`config.mk`:
```
export PLATFORM = sky130hd
export DESIGN_NAME = inst_loader
export DESIGN_NICKNAME = d
export VERILOG_FILES = /design/src/rtl/inst_loader.sv
export SDC_FILE = /design/constraint.sdc
export NUM_CORES = 1
export LEC_CHECK = 0
export ABC_AREA = 1
export ABC_CLOCK_PERIOD_IN_PS = 1800
export CAP_MARGIN = 20
export CORE_MARGIN = 4
export CORE_UTILIZATION = 40
export CTS_CLUSTER_SIZE = 28
export DETAILED_ROUTE_END_ITERATION = 10
export PLACE_DENSITY = 0.58
export SYNTH_ARGS = -nofsm -noshare
export SYNTH_HDL_FRONTEND = slang
export SYNTH_SLANG_ARGS = --single-unit
```
`constraint.sdc`:
```
create_clock -name clk -period 1.8 [get_ports clk]
set_input_delay 0.36 -clock clk [delete_from_list [all_inputs] [get_ports clk]]
set_output_delay 0.36 -clock clk [all_outputs]
set_load 0.05 [all_outputs]
```
`src/rtl/inst_loader.sv`:
```
// UART program loader: receives a length-prefixed, big-endian image over 8N1 serial
// and writes each 32-bit word into the instruction BRAM write port while mode is LOAD.
module inst_loader #(
  parameter int CLK_PER_HALF_BIT = 434,
  parameter int INST_SIZE        = 14
) (
  input  logic                 clk,
  input  logic                 rstn,
  input  logic [2:0]           mode,
  input  logic                 rxd,
  output logic [INST_SIZE-1:0] bram_addr,
  output logic [31:0]          bram_din,
  output logic                 bram_we,
  output logic [INST_SIZE:0]   loaded_words,
  output logic                 done,
  output logic                 err
);

  localparam logic [2:0]  MODE_LOAD = 3'd1;
  localparam int          CW        = $clog2(2 * CLK_PER_HALF_BIT + 1);
  localparam logic [CW-1:0] HALF_LAST = CW'(CLK_PER_HALF_BIT - 1);
  localparam logic [CW-1:0] FULL_LAST = CW'(2 * CLK_PER_HALF_BIT - 1);
  localparam logic [31:0] CAPACITY  = 32'd1 << INST_SIZE;

  typedef enum logic [2:0] {RX_IDLE, RX_START, RX_DATA, RX_STOP, RX_WAIT_HI} rx_state_e;
  typedef enum logic [1:0] {S_IDLE, S_HEADER, S_BODY, S_DONE} ld_state_e;

  logic                 rx_meta_q, rx_sync_q, rx_prev_q;
  rx_state_e            rx_state_q, rx_state_d;
  logic [CW-1:0]        cnt_q, cnt_d;
  logic [2:0]           bit_idx_q, bit_idx_d;
  logic [7:0]           rx_byte_q, rx_byte_d;
  logic                 byte_valid_q, byte_valid_d;
  logic                 frame_err_s;
  ld_state_e            ld_state_q, ld_state_d;
  logic [1:0]           byte_cnt_q, byte_cnt_d;
  logic [31:0]          asm_q, asm_d;
  logic [INST_SIZE:0]   len_q, len_d;
  logic [INST_SIZE-1:0] bram_addr_q, bram_addr_d;
  logic [31:0]          bram_din_q, bram_din_d;
  logic                 bram_we_q, bram_we_d;
  logic [INST_SIZE:0]   loaded_q, loaded_d;
  logic                 done_q, done_d;
  logic                 err_q, err_d;
  logic [31:0]          word_s;
  logic                 accept_s;

  // State registers, including the reset-to-idle-high rxd synchronizer
  always_ff @(posedge clk) begin
    if (!rstn) begin
      rx_meta_q    <= 1'b1;
      rx_sync_q    <= 1'b1;
      rx_prev_q    <= 1'b1;
      rx_state_q   <= RX_IDLE;
      cnt_q        <= '0;
      bit_idx_q    <= 3'd0;
      rx_byte_q    <= 8'd0;
      byte_valid_q <= 1'b0;
      ld_state_q   <= S_IDLE;
      byte_cnt_q   <= 2'd0;
      asm_q        <= 32'd0;
      len_q        <= '0;
      bram_addr_q  <= '0;
      bram_din_q   <= 32'd0;
      bram_we_q    <= 1'b0;
      loaded_q     <= '0;
      done_q       <= 1'b0;
      err_q        <= 1'b0;
    end else begin
      rx_meta_q    <= rxd;
      rx_sync_q    <= rx_meta_q;
      rx_prev_q    <= rx_sync_q;
      rx_state_q   <= rx_state_d;
      cnt_q        <= cnt_d;
      bit_idx_q    <= bit_idx_d;
      rx_byte_q    <= rx_byte_d;
      byte_valid_q <= byte_valid_d;
      ld_state_q   <= ld_state_d;
      byte_cnt_q   <= byte_cnt_d;
      asm_q        <= asm_d;
      len_q        <= len_d;
      bram_addr_q  <= bram_addr_d;
      bram_din_q   <= bram_din_d;
      bram_we_q    <= bram_we_d;
      loaded_q     <= loaded_d;
      done_q       <= done_d;
      err_q        <= err_d;
    end
  end

  // UART receiver: samples mid-bit, LSB first; a low stop bit waits for idle-high before rearming
  always_comb begin
    rx_state_d   = rx_state_q;
    cnt_d        = cnt_q + CW'(1);
    bit_idx_d    = bit_idx_q;
    rx_byte_d    = rx_byte_q;
    byte_valid_d = 1'b0;
    frame_err_s  = 1'b0;
    case (rx_state_q)
      RX_IDLE: begin
        cnt_d = '0;
        if (rx_prev_q && !rx_sync_q) rx_state_d = RX_START;
        else                         rx_state_d = RX_IDLE;
      end
      RX_START: begin
        if (cnt_q == HALF_LAST) begin
          cnt_d     = '0;
          bit_idx_d = 3'd0;
          if (rx_sync_q) rx_state_d = RX_IDLE;
          else           rx_state_d = RX_DATA;
        end else begin
          rx_state_d = RX_START;
        end
      end
      RX_DATA: begin
        if (cnt_q == FULL_LAST) begin
          cnt_d     = '0;
          rx_byte_d = {rx_sync_q, rx_byte_q[7:1]};
          bit_idx_d = bit_idx_q + 3'd1;
          if (bit_idx_q == 3'd7) rx_state_d = RX_STOP;
          else                   rx_state_d = RX_DATA;
        end else begin
          rx_state_d = RX_DATA;
        end
      end
      RX_STOP: begin
        if (cnt_q == FULL_LAST) begin
          cnt_d = '0;
          if (rx_sync_q) begin
            byte_valid_d = 1'b1;
            rx_state_d   = RX_IDLE;
          end else begin
            frame_err_s = 1'b1;
            rx_state_d  = RX_WAIT_HI;
          end
        end else begin
          rx_state_d = RX_STOP;
        end
      end
      RX_WAIT_HI: begin
        cnt_d = '0;
        if (rx_sync_q) rx_state_d = RX_IDLE;
        else           rx_state_d = RX_WAIT_HI;
      end
      default: begin
        cnt_d      = '0;
        rx_state_d = RX_IDLE;
      end
    endcase
  end

  assign word_s   = {asm_q[23:0], rx_byte_q};
  assign accept_s = byte_valid_q && (mode == MODE_LOAD);

  // Loader FSM: everything freezes in HEADER/BODY while mode is not LOAD
  always_comb begin
    ld_state_d  = ld_state_q;
    byte_cnt_d  = byte_cnt_q;
    asm_d       = asm_q;
    len_d       = len_q;
    bram_addr_d = bram_addr_q;
    bram_din_d  = bram_din_q;
    bram_we_d   = 1'b0;
    loaded_d    = loaded_q;
    err_d       = err_q | frame_err_s;
    case (ld_state_q)
      S_IDLE: begin
        if (mode == MODE_LOAD) ld_state_d = S_HEADER;
        else                   ld_state_d = S_IDLE;
      end
      S_HEADER: begin
        if (accept_s) begin
          byte_cnt_d = byte_cnt_q + 2'd1;
          asm_d      = word_s;
          if (byte_cnt_q == 2'd3) begin
            asm_d = 32'd0;
            if (word_s == 32'd0) begin
              ld_state_d = S_DONE;
            end else if (word_s > CAPACITY) begin
              err_d      = 1'b1;
              ld_state_d = S_DONE;
            end else begin
              len_d      = word_s[INST_SIZE:0];
              ld_state_d = S_BODY;
            end
          end else begin
            ld_state_d = S_HEADER;
          end
        end else begin
          ld_state_d = S_HEADER;
        end
      end
      S_BODY: begin
        if (mode != MODE_LOAD) begin
          ld_state_d = S_BODY;
        end else if (loaded_q == len_q) begin
          ld_state_d = S_DONE;
        end else if (byte_valid_q) begin
          byte_cnt_d = byte_cnt_q + 2'd1;
          asm_d      = word_s;
          if (byte_cnt_q == 2'd3) begin
            asm_d       = 32'd0;
            bram_we_d   = 1'b1;
            bram_addr_d = loaded_q[INST_SIZE-1:0];
            bram_din_d  = word_s;
            loaded_d    = loaded_q + (INST_SIZE+1)'(1);
          end else begin
            bram_we_d = 1'b0;
          end
        end else begin
          ld_state_d = S_BODY;
        end
      end
      S_DONE: begin
        ld_state_d = S_DONE;
      end
      default: begin
        ld_state_d = S_IDLE;
      end
    endcase
    done_d = (ld_state_d == S_DONE);
  end

  assign bram_addr    = bram_addr_q;
  assign bram_din     = bram_din_q;
  assign bram_we      = bram_we_q;
  assign loaded_words = loaded_q;
  assign done         = done_q;
  assign err          = err_q;

endmodule

```
==> metrics.md, run 1 <==
| Metric | Value |
|---|---|
| Status | finished, final reports clean |
| CTS H-tree depth | 4 |
| Slowest cell on crit path | dfxtp_4 |
| FMAX | 590 MHz |
| # IOs | 70 |
| CTS tree | done |
| Synth async-reset ratio | 0 |
| Synth top area cells | dfxtp_1, nand2_1, nand4_1 |
| Met2 wire len | 8030 um |
| Number of clock sinks | 135 |
| Crit-path cells | inv_1 > nand2_1 > nand2_1 > nor2_1 > nand2_1 > nor2_4 > nand2_4 > nand3_4 > clkbuf_16 > nand2_1 > a21oi_1 |
| Starting DRT DRC Count | 427 |
| Slew @ Worst Pin | 485 ps |
| First-pass GRT wire length | 29,100 um |
| CP bufs+invs | 2 |
| Root buffer selected by CTS | clkbuf_16 |
| Distinct cells, synth | 29 |
| DRT antenna net count | 0 |
| Vias in the first global route | 5,761 |
| Port Buffers | 69 |
| Syn Std Cell Area | 6420 sq um |
| Worst slew margin | 0.674 |
| Share of cells above drive strength 1 | 0.174 |
| Family with the most delay on the worst path | simple AND/OR/NAND/NOR gates |
| DRC viols | 0 |
| Total grt overflow | 0 |
| N_diodes | 0 |
| Pin count of the biggest net entering global routing | 52 |
| Detailed-route vias per instance | 4.96 |
| CTS buffer count | 17 |
| Crit-path max FO | 10 |
| Setup ws final | 105 ps |
| Initial antenna violation count | 0 |
| Hold_buf cts | 0 |
| Latest clock arrival within the worst-skew pair | 420 ps |
| Nets | 1,056 |
| Placed cell areas | 7490 sq um |
| Yosys Warn Count | 0 |
| Worst setup EP type | flop |
| Syn Nets | 962 |
| Met3 WL | 714 um |
| Total iterations of the first detailed-routing run | 5 |
| Wl on met1 | 9140 um |
| VDD IR max | 0.687 mV |
| CTS Buffer Depth | 2 |
| Area Growth Syn to Fin | 27.5% |
| HPWL after DPL | 11,700 um |
| Final WL | 18,100 um |
| Register bit total from synthesis | 135 |
| Max-capacitance violation count | 0 |
| Worst-path clk slew | 60 ps |
| Crit Path Category | flop to flop |
| # setup viols final | 0 |
| Period minus WS final | 1690 ps |
| Non-Filler Instances | 1,270 |
| Final hold vios | 0 |
| Core Box Area | 15,800 sq um |
| Initial core utilization | 0.405 |
| Utilization after layout | 0.517 |
| Synth top area share | 0.421 |
| CP Launch Type | flop |
| Top Metal Used | met4 |
| Total track usage | 0.198 |
| Seq/Total Area, Yosys | 0.421 |
| Synthesized area per cell | 6.76 sq um |
| Syn Inst Count | 950 |
| Pwr Total | 6180 uW |
| Final Cycle Share | 0.941 |
| Post-place setup slack | -195 ps |
| Max Slew Vio Count | 0 |
| WP data required | 2150 ps |
| Top FF cell, synth | dfxtp_1 |
| Most common cell in the netlist | nand2_1 |
| Post-synth top area cell | dfxtp_1 |
| Lkg Pwr | 0.00360 uW |
| Setup Skew | 8.84 ps |
| DP Cell Count | 1,231 |
| Synth cell count leaders | nand2_1, dfxtp_1, inv_1 |
| EDFF count, synth | 0 |
| Vias | 6,297 |
| Die width | 135 um |
| Die Y | 135 um |
| Worst Hold Class | flop to flop |
| Power Dens Cells | 756 nW/um^2 |
| Final Instance Area | 8180 sq um |
| Most Frequent Cell on Critical Path | nand2_1 |
| CP peak stage delay | 360 ps |
| Gpl congestion | 0.871 |
| Die Area | 18,100 sq um |
| Site Rows | 46 |
| Worst endpoint data arrival time | 2050 ps |
| Average routed wire per standard cell | 14.3 um |
## worst paths after layout
check	cells after the start	end	startpoint	slack (ps)
setup / recovery	11	bram_addr[6]$_SDFFE_PN0P_	loaded_words[8]$_SDFFE_PN0P_	110
hold / removal	1	rx_sync_q$_SDFF_PN1_	rx_meta_q$_SDFF_PN1_	410
setup reg to reg	11	bram_addr[6]$_SDFFE_PN0P_	loaded_words[8]$_SDFFE_PN0P_	110
hold reg to reg	1	rx_sync_q$_SDFF_PN1_	rx_meta_q$_SDFF_PN1_	410
## metal layers
| layer | vias to the layer above | GRT usage |
|---|---|---|
| li1 | 3262 | - |
| met1 | 2879 | 0.286 |
| met2 | 133 | 0.299 |
| met3 | 23 | 0.0380 |
| met4 | 0 | 0.0605 |
| met5 | - | 0 |
## cell families after synthesis
group,Yosys count,share of synthesized area
and+or+nand+nor,531,0.369
AOI/OAI and AO/OA,86,0.0680
buffers and inverters,177,0.110
xor gates and xnor gates,15,0.0205
DFF,135,0.421
adders and majority gates,6,0.0117
## placed cells by master (no fill, tap or decap), types with 3 or more instances in the layout
| cell type | count |
|---|---|
| nand2_1 | 267 |
| dfxtp_1 | 120 |
| inv_1 | 112 |
| buf_4 | 111 |
| nor2_1 | 107 |
| nand4_1 | 106 |
| a21oi_1 | 73 |
| clkbuf_16 | 21 |
| nand3_1 | 20 |
| xor2_1 | 13 |
| nor3_1 | 12 |
| o21ai_0 | 10 |
| dfxtp_2 | 10 |
| buf_12 | 9 |
| inv_2 | 6 |
| ha_1 | 6 |
| clkinv_2 | 5 |
| clkdlybuf4s50_1 | 5 |
| dfxtp_4 | 5 |
| nor4_1 | 4 |
| clkbuf_1 | 4 |
| clkinv_1 | 3 |
| nor2_4 | 3 |
| clkbuf_8 | 3 |
## metrics by stage
stage	hold slack, ps	TNS, ps
2_1_floorplan	393	0
3_3_place_gp	395	-11050
3_5_place_dp	399	-11670
4_1_cts	412	0
5_1_grt	446	-54.4
6_report	409	0
## sequential cells by signal, summed over array words and instances, names as in the netlist
name          flops
ld_state_q        2
bram_addr        14
done              1
loaded_words     15
rx_meta_q         1
rx_state_q        3
asm_q            24
bram_din         32
byte_cnt_q        2
rx_sync_q         1
byte_valid_q      1
bram_we           1
bit_idx_q         3
rx_byte_q         8
cnt_q            10
len_q            15
err               1
rx_prev_q         1
## power by group
part / switching [uW] / total [uW] / leakage [uW] / internal [uW]
clock network: 1240 / 3070 / 0.000255 / 1830
registers: 2.60 / 2990 / 0.00110 / 2990
logic: 83.3 / 124 / 0.00225 / 40.7
total: 1330 / 6180 / 0.00360 / 4860
## layout make-up
class	instances	area, sq um
fillers	1611	7650
multi-input cells	638	3030
flip-flops and latches	135	2730
repair buffers	131	1180
clock buffers	24	482
inverters	121	454
well taps	216	270
clock inverters	5	25.0
## what timing repair did
item,in CTS,in global routing
gates cloned,0,5
setup buffers,0,5
endpoints found under the setup margin,1,34
gates resized for setup,1,13
pin swaps,0,8
Power figures use the tool's default switching activity.
==> run 2: changes to the inputs <==
- CTS_CLUSTER_SIZE: 28 -> 16
- PLACE_DENSITY: 0.58 -> unset
==> metrics.md, run 2 (synthesis results as in run 1) <==
| Metric | Value |
|---|---|
| Root buffer selected by CTS | clkbuf_16 |
| Final Cycle Share | 0.944 |
| Max-capacitance violation count | 0 |
| Reg power frac | 0.453 |
| Detailed-route vias per instance | 5.02 |
| Worst Hold Class | flop to flop |
| Commonest cells after routing, fill and taps aside | nand2_1, dfxtp_1, inv_1, buf_4, nor2_1 |
| Die Y | 135 um |
| Total iterations of the first detailed-routing run | 4 |
| Max Slew Vio Count | 0 |
| CP peak stage delay | 390 ps |
| Slew @ Worst Pin | 474 ps |
| Share of cells above drive strength 1 | 0.171 |
| Slowest cell on crit path | clkdlybuf4s50_1 |
| Area Growth Syn to Fin | 26.9% |
| Sw Ratio | 0.203 |
| Average routed wire per standard cell | 13.9 um |
| Initial antenna violation count | 0 |
| # IOs | 70 |
| Final hold vios | 0 |
| DRC viols | 0 |
| Gpl congestion | 0.861 |
| Crit-path max FO | 19 |
| Worst setup EP type | flop |
| Latest clock arrival within the worst-skew pair | 420 ps |
| Comb power frac | 0.019 |
| Family with the most delay on the worst path | buffers and inverters |
| CP bufs+invs | 4 |
| Crit-path cells | clkdlybuf4s50_1 > nand3b_1 > nor2_4 > nand2_1 > buf_4 > inv_2 > nand3_4 > clkbuf_16 > nand2_1 > a21oi_1 |
| Total grt overflow | 0 |
| CTS Buffer Depth | 2 |
| CP Launch Type | input pin |
| Status | finished, final reports clean |
| Pwr Total | 6610 uW |
| Site Rows | 46 |
| Initial core utilization | 0.405 |
| Die Area | 18,100 sq um |
| Filler cells | 1,600 |
| Vias in the first global route | 5,778 |
| N_diodes | 0 |
| Hold slack | 412 ps |
| Worst endpoint data arrival time | 1980 ps |
| CTS buffer count | 17 |
| Setup Skew | 10.6 ps |
| Worst slew margin | 0.681 |
| Most common cell after layout, fill and taps aside | nand2_1 |
| WP data required | 2080 ps |
| Clock power frac | 0.528 |
| CTS H-tree depth | 4 |
| # setup viols final | 0 |
| FMAX | 588 MHz |
| Period minus WS final | 1700 ps |
| Max reg flops | 32 |
| DRT antenna net count | 0 |
| Most Frequent Cell on Critical Path | nand2_1 |
| Lkg Pwr | 0.00357 uW |
| Crit Path Category | input pin to flop |
| HPWL after DPL | 11,900 um |
| First-pass GRT wire length | 28,800 um |
| Power Dens Cells | 811 nW/um^2 |
| Die width | 135 um |
| Number of clock sinks | 135 |
| Core Box Area | 15,800 sq um |
| Worst-path clk slew | 50 ps |
| Pin count of the biggest net entering global routing | 47 |
| Total track usage | 0.195 |
| Psw | 1350 uW |
| Port Buffers | 69 |
| Nets | 1,054 |
| VDD IR max | 0.644 mV |
| P_int | 5270 uW |
| Final WL | 17,600 um |
| Vias | 6,372 |
| Starting DRT DRC Count | 485 |
| CTS tree | done |
## run 2: power by group through the flow
stage / registers [uW] / clock network [uW] / logic [uW]
2_1_floorplan: 3060 / 0 / 77.1
3_3_place_gp: 3060 / 0 / 124
3_5_place_dp: 3060 / 0 / 125
4_1_cts: 3000 / 3560 / 125
5_1_grt: 2990 / 3700 / 143
6_report: 3000 / 3490 / 127
## run 2: final cells by class
| type | instances | area (sq um) | share of cell area |
|---|---|---|---|
| timing repair buffer | 129 | 1090 | 0.133 |
| clock inverter | 9 | 125 | 0.0154 |
| clock buffer | 22 | 464 | 0.0570 |
| tap | 216 | 270 | 0.0332 |
| inverter | 121 | 454 | 0.0558 |
| multi-input combinational | 638 | 3020 | 0.371 |
| sequential | 135 | 2720 | 0.334 |
## run 2: final timing paths
check                                                   from                            to  slack (ps)  cells after the start
worst min register to register          rx_meta_q$_SDFF_PN1_          rx_sync_q$_SDFF_PN1_         410                      1
worst max-delay path                                 mode[1]  loaded_words[3]$_SDFFE_PN0P_         100                     10
worst max register to register  loaded_words[9]$_SDFFE_PN0P_  loaded_words[3]$_SDFFE_PN0P_         130                     11
worst min-delay path                    rx_meta_q$_SDFF_PN1_          rx_sync_q$_SDFF_PN1_         410                      1
## run 2: stage by stage
step | TNS, ps | utilization | instance area [sq um] | setup WS (ps) | instances
after floorplan | 0 | - | 6440 | 11.8 | 950
after global placement | -18320 | 0.472 | 7480 | -235 | 1236
after detailed placement | -21100 | 0.472 | 7480 | -263 | 1236
after CTS | 0 | 0.510 | 8070 | 102 | 1267
after global routing | -5.95 | 0.515 | 8150 | -2.94 | 1270
final | 0 | 0.515 | 8150 | 100 | 1270
## run 2: per-layer routing
layer,share of wire,wire (um),track usage
met1,0.49,8680,0.282
met2,0.44,7680,0.291
met3,0.058,1020,0.0451
met4,0.011,199,0.0526
met5,0,0,0
## run 2: timing repair
action,4_1_cts,5_1_grt
hold buffers,0,0
setup endpoints to repair,1,58
pin swaps,0,0
buffers inserted,0,1
gates resized for setup,1,6
gates cloned,0,2
==> run 3: changes to the inputs <==
- RECOVER_POWER: unset -> 50
- SLEW_MARGIN: unset -> 20
==> metrics.md, run 3 (synthesis results as in run 1) <==
| Metric | Value |
|---|---|
| Status | finished, final reports clean |
| Latest clock arrival within the worst-skew pair | 420 ps |
| # IOs | 70 |
| FMAX | 587 MHz |
| Slew @ Worst Pin | 620 ps |
| CTS buffer count | 17 |
| CTS Buffer Depth | 2 |
| Die Area | 18,100 sq um |
| Nets | 1,054 |
| Hold_buf cts | 0 |
| Total iterations of the first detailed-routing run | 5 |
| Worst endpoint data arrival time | 1990 ps |
| N_diodes | 0 |
| Port Buffers | 69 |
| Crit Path Category | input pin to flop |
| Lkg Pwr | 0.00335 uW |
| First-pass GRT wire length | 28,800 um |
| HPWL after DPL | 11,900 um |
| Gpl congestion | 0.861 |
| Final hold vios | 0 |
| Worst-path clk slew | 50 ps |
| Final Cycle Share | 0.946 |
| Vias in the first global route | 5,778 |
| Psw | 1340 uW |
| Detailed-route vias per instance | 4.99 |
| Total grt overflow | 0 |
| Total track usage | 0.195 |
| Number of clock sinks | 135 |
| Area Growth Syn to Fin | 23.4% |
| Comb power frac | 0.019 |
| Initial core utilization | 0.405 |
| Commonest cells after routing, fill and taps aside | nand2_1, dfxtp_1, inv_1 |
| WP data required | 2080 ps |
| Max Slew Vio Count | 0 |
| P_int | 5260 uW |
| Power Dens Cells | 834 nW/um^2 |
| Worst setup EP type | flop |
| Average routed wire per standard cell | 13.8 um |
| Core Box Area | 15,800 sq um |
| # setup viols final | 0 |
| Site Rows | 46 |
| Most common cell after layout, fill and taps aside | nand2_1 |
| Reg power frac | 0.453 |
| Utilization after layout | 0.500 |
| Max-capacitance violation count | 0 |
| Vias | 6,338 |
| VDD IR max | 0.618 mV |
| Worst slew margin | 0.589 |
| CTS tree | done |
| Share of cells above drive strength 1 | 0.123 |
| Hold slack | 413 ps |
| DRC viols | 0 |
| Root buffer selected by CTS | clkbuf_16 |
| Initial antenna violation count | 0 |
| Worst Hold Class | flop to flop |
| Crit-path max FO | 19 |
| Die Y | 135 um |
| DRT antenna net count | 0 |
| Setup Skew | 11.4 ps |
| R2r worst-path depth | 11 |
| Sw Ratio | 0.203 |
| Clock power frac | 0.528 |
| CTS H-tree depth | 4 |
| Starting DRT DRC Count | 513 |
| Hold Path Cell Cnt | 1 |
| Pin count of the biggest net entering global routing | 47 |
| CP Launch Type | input pin |
| Die width | 135 um |
| Final WL | 17,600 um |
| Max reg flops | 32 |
| Period minus WS final | 1700 ps |
run 3: changes by cell type in the layout (fill, tap and decap cells not counted), sizes merged:
cell,previous run,this run
buf,121,55
clkbuf,24,90
run 3: timing repair:
action / in CTS / in global routing
setup buffers: 0 / 1
gates cloned: 0 / 2
endpoints found under the setup margin: 1 / 58
gates resized for setup: 1 / 6
run 3: final cells by class:
cell class,count,area (sq um)
flip-flops and latches,135,2720
multi-input cells,638,3020
inverters,121,454
well taps,216,270
fillers,1670,7910
repair buffers,129,861
clock inverters,9,125
clock buffers,22,464
run 3: path summary, 6_finish.rpt:
check / startpoint / to / slack (ps)
worst min-delay path: rx_meta_q$_SDFF_PN1_ / rx_sync_q$_SDFF_PN1_ / 410
worst max register to register: loaded_words[9]$_SDFFE_PN0P_ / loaded_words[3]$_SDFFE_PN0P_ / 120
worst min register to register: rx_meta_q$_SDFF_PN1_ / rx_sync_q$_SDFF_PN1_ / 410
worst max-delay path: mode[1] / loaded_words[3]$_SDFFE_PN0P_ / 100
run 3: per-layer routing:
layer | track usage | share of wire | vias to the layer above
li1 | - | - | 3254
met4 | 0.0526 | 0.013 | 0
met3 | 0.0451 | 0.057 | 22
met5 | 0 | 0 | -
met1 | 0.282 | 0.50 | 2898
met2 | 0.291 | 0.44 | 164
run 3: power by group through the flow:
| stage | Clock (uW) | Sequential, uW | Combinational (uW) |
|---|---|---|---|
| finish | 3490 | 3000 | 125 |
| floorplan | 0 | 3060 | 77.1 |
| detailed placement | 0 | 3060 | 125 |
| CTS | 3560 | 3000 | 125 |
| global route | 3700 | 2990 | 142 |
| global placement | 0 | 3060 | 124 |
run 3: stage by stage:
stage	TNS [ps]	worst slack (ps)	instances	power (uW)	cell area [sq um]
after floorplan	0	11.8	950	3140	6440
after global placement	-18320	-235	1236	3190	7480
after detailed placement	-21100	-263	1236	3190	7480
after CTS	0	102	1267	6680	8070
after global routing	-4.54	-2.94	1270	6830	7920
final	0	97.7	1270	6610	7920
run 3: critical path, cell delays in order:
cell             delay [ps]
clkdlybuf4s50_1         390
nand3b_1                240
nor2_4                  130
nand2_1                  80
buf_4                   140
inv_2                   110
nand3_4                 170
clkbuf_16               240
nand2_1                  70
a21oi_1                  60
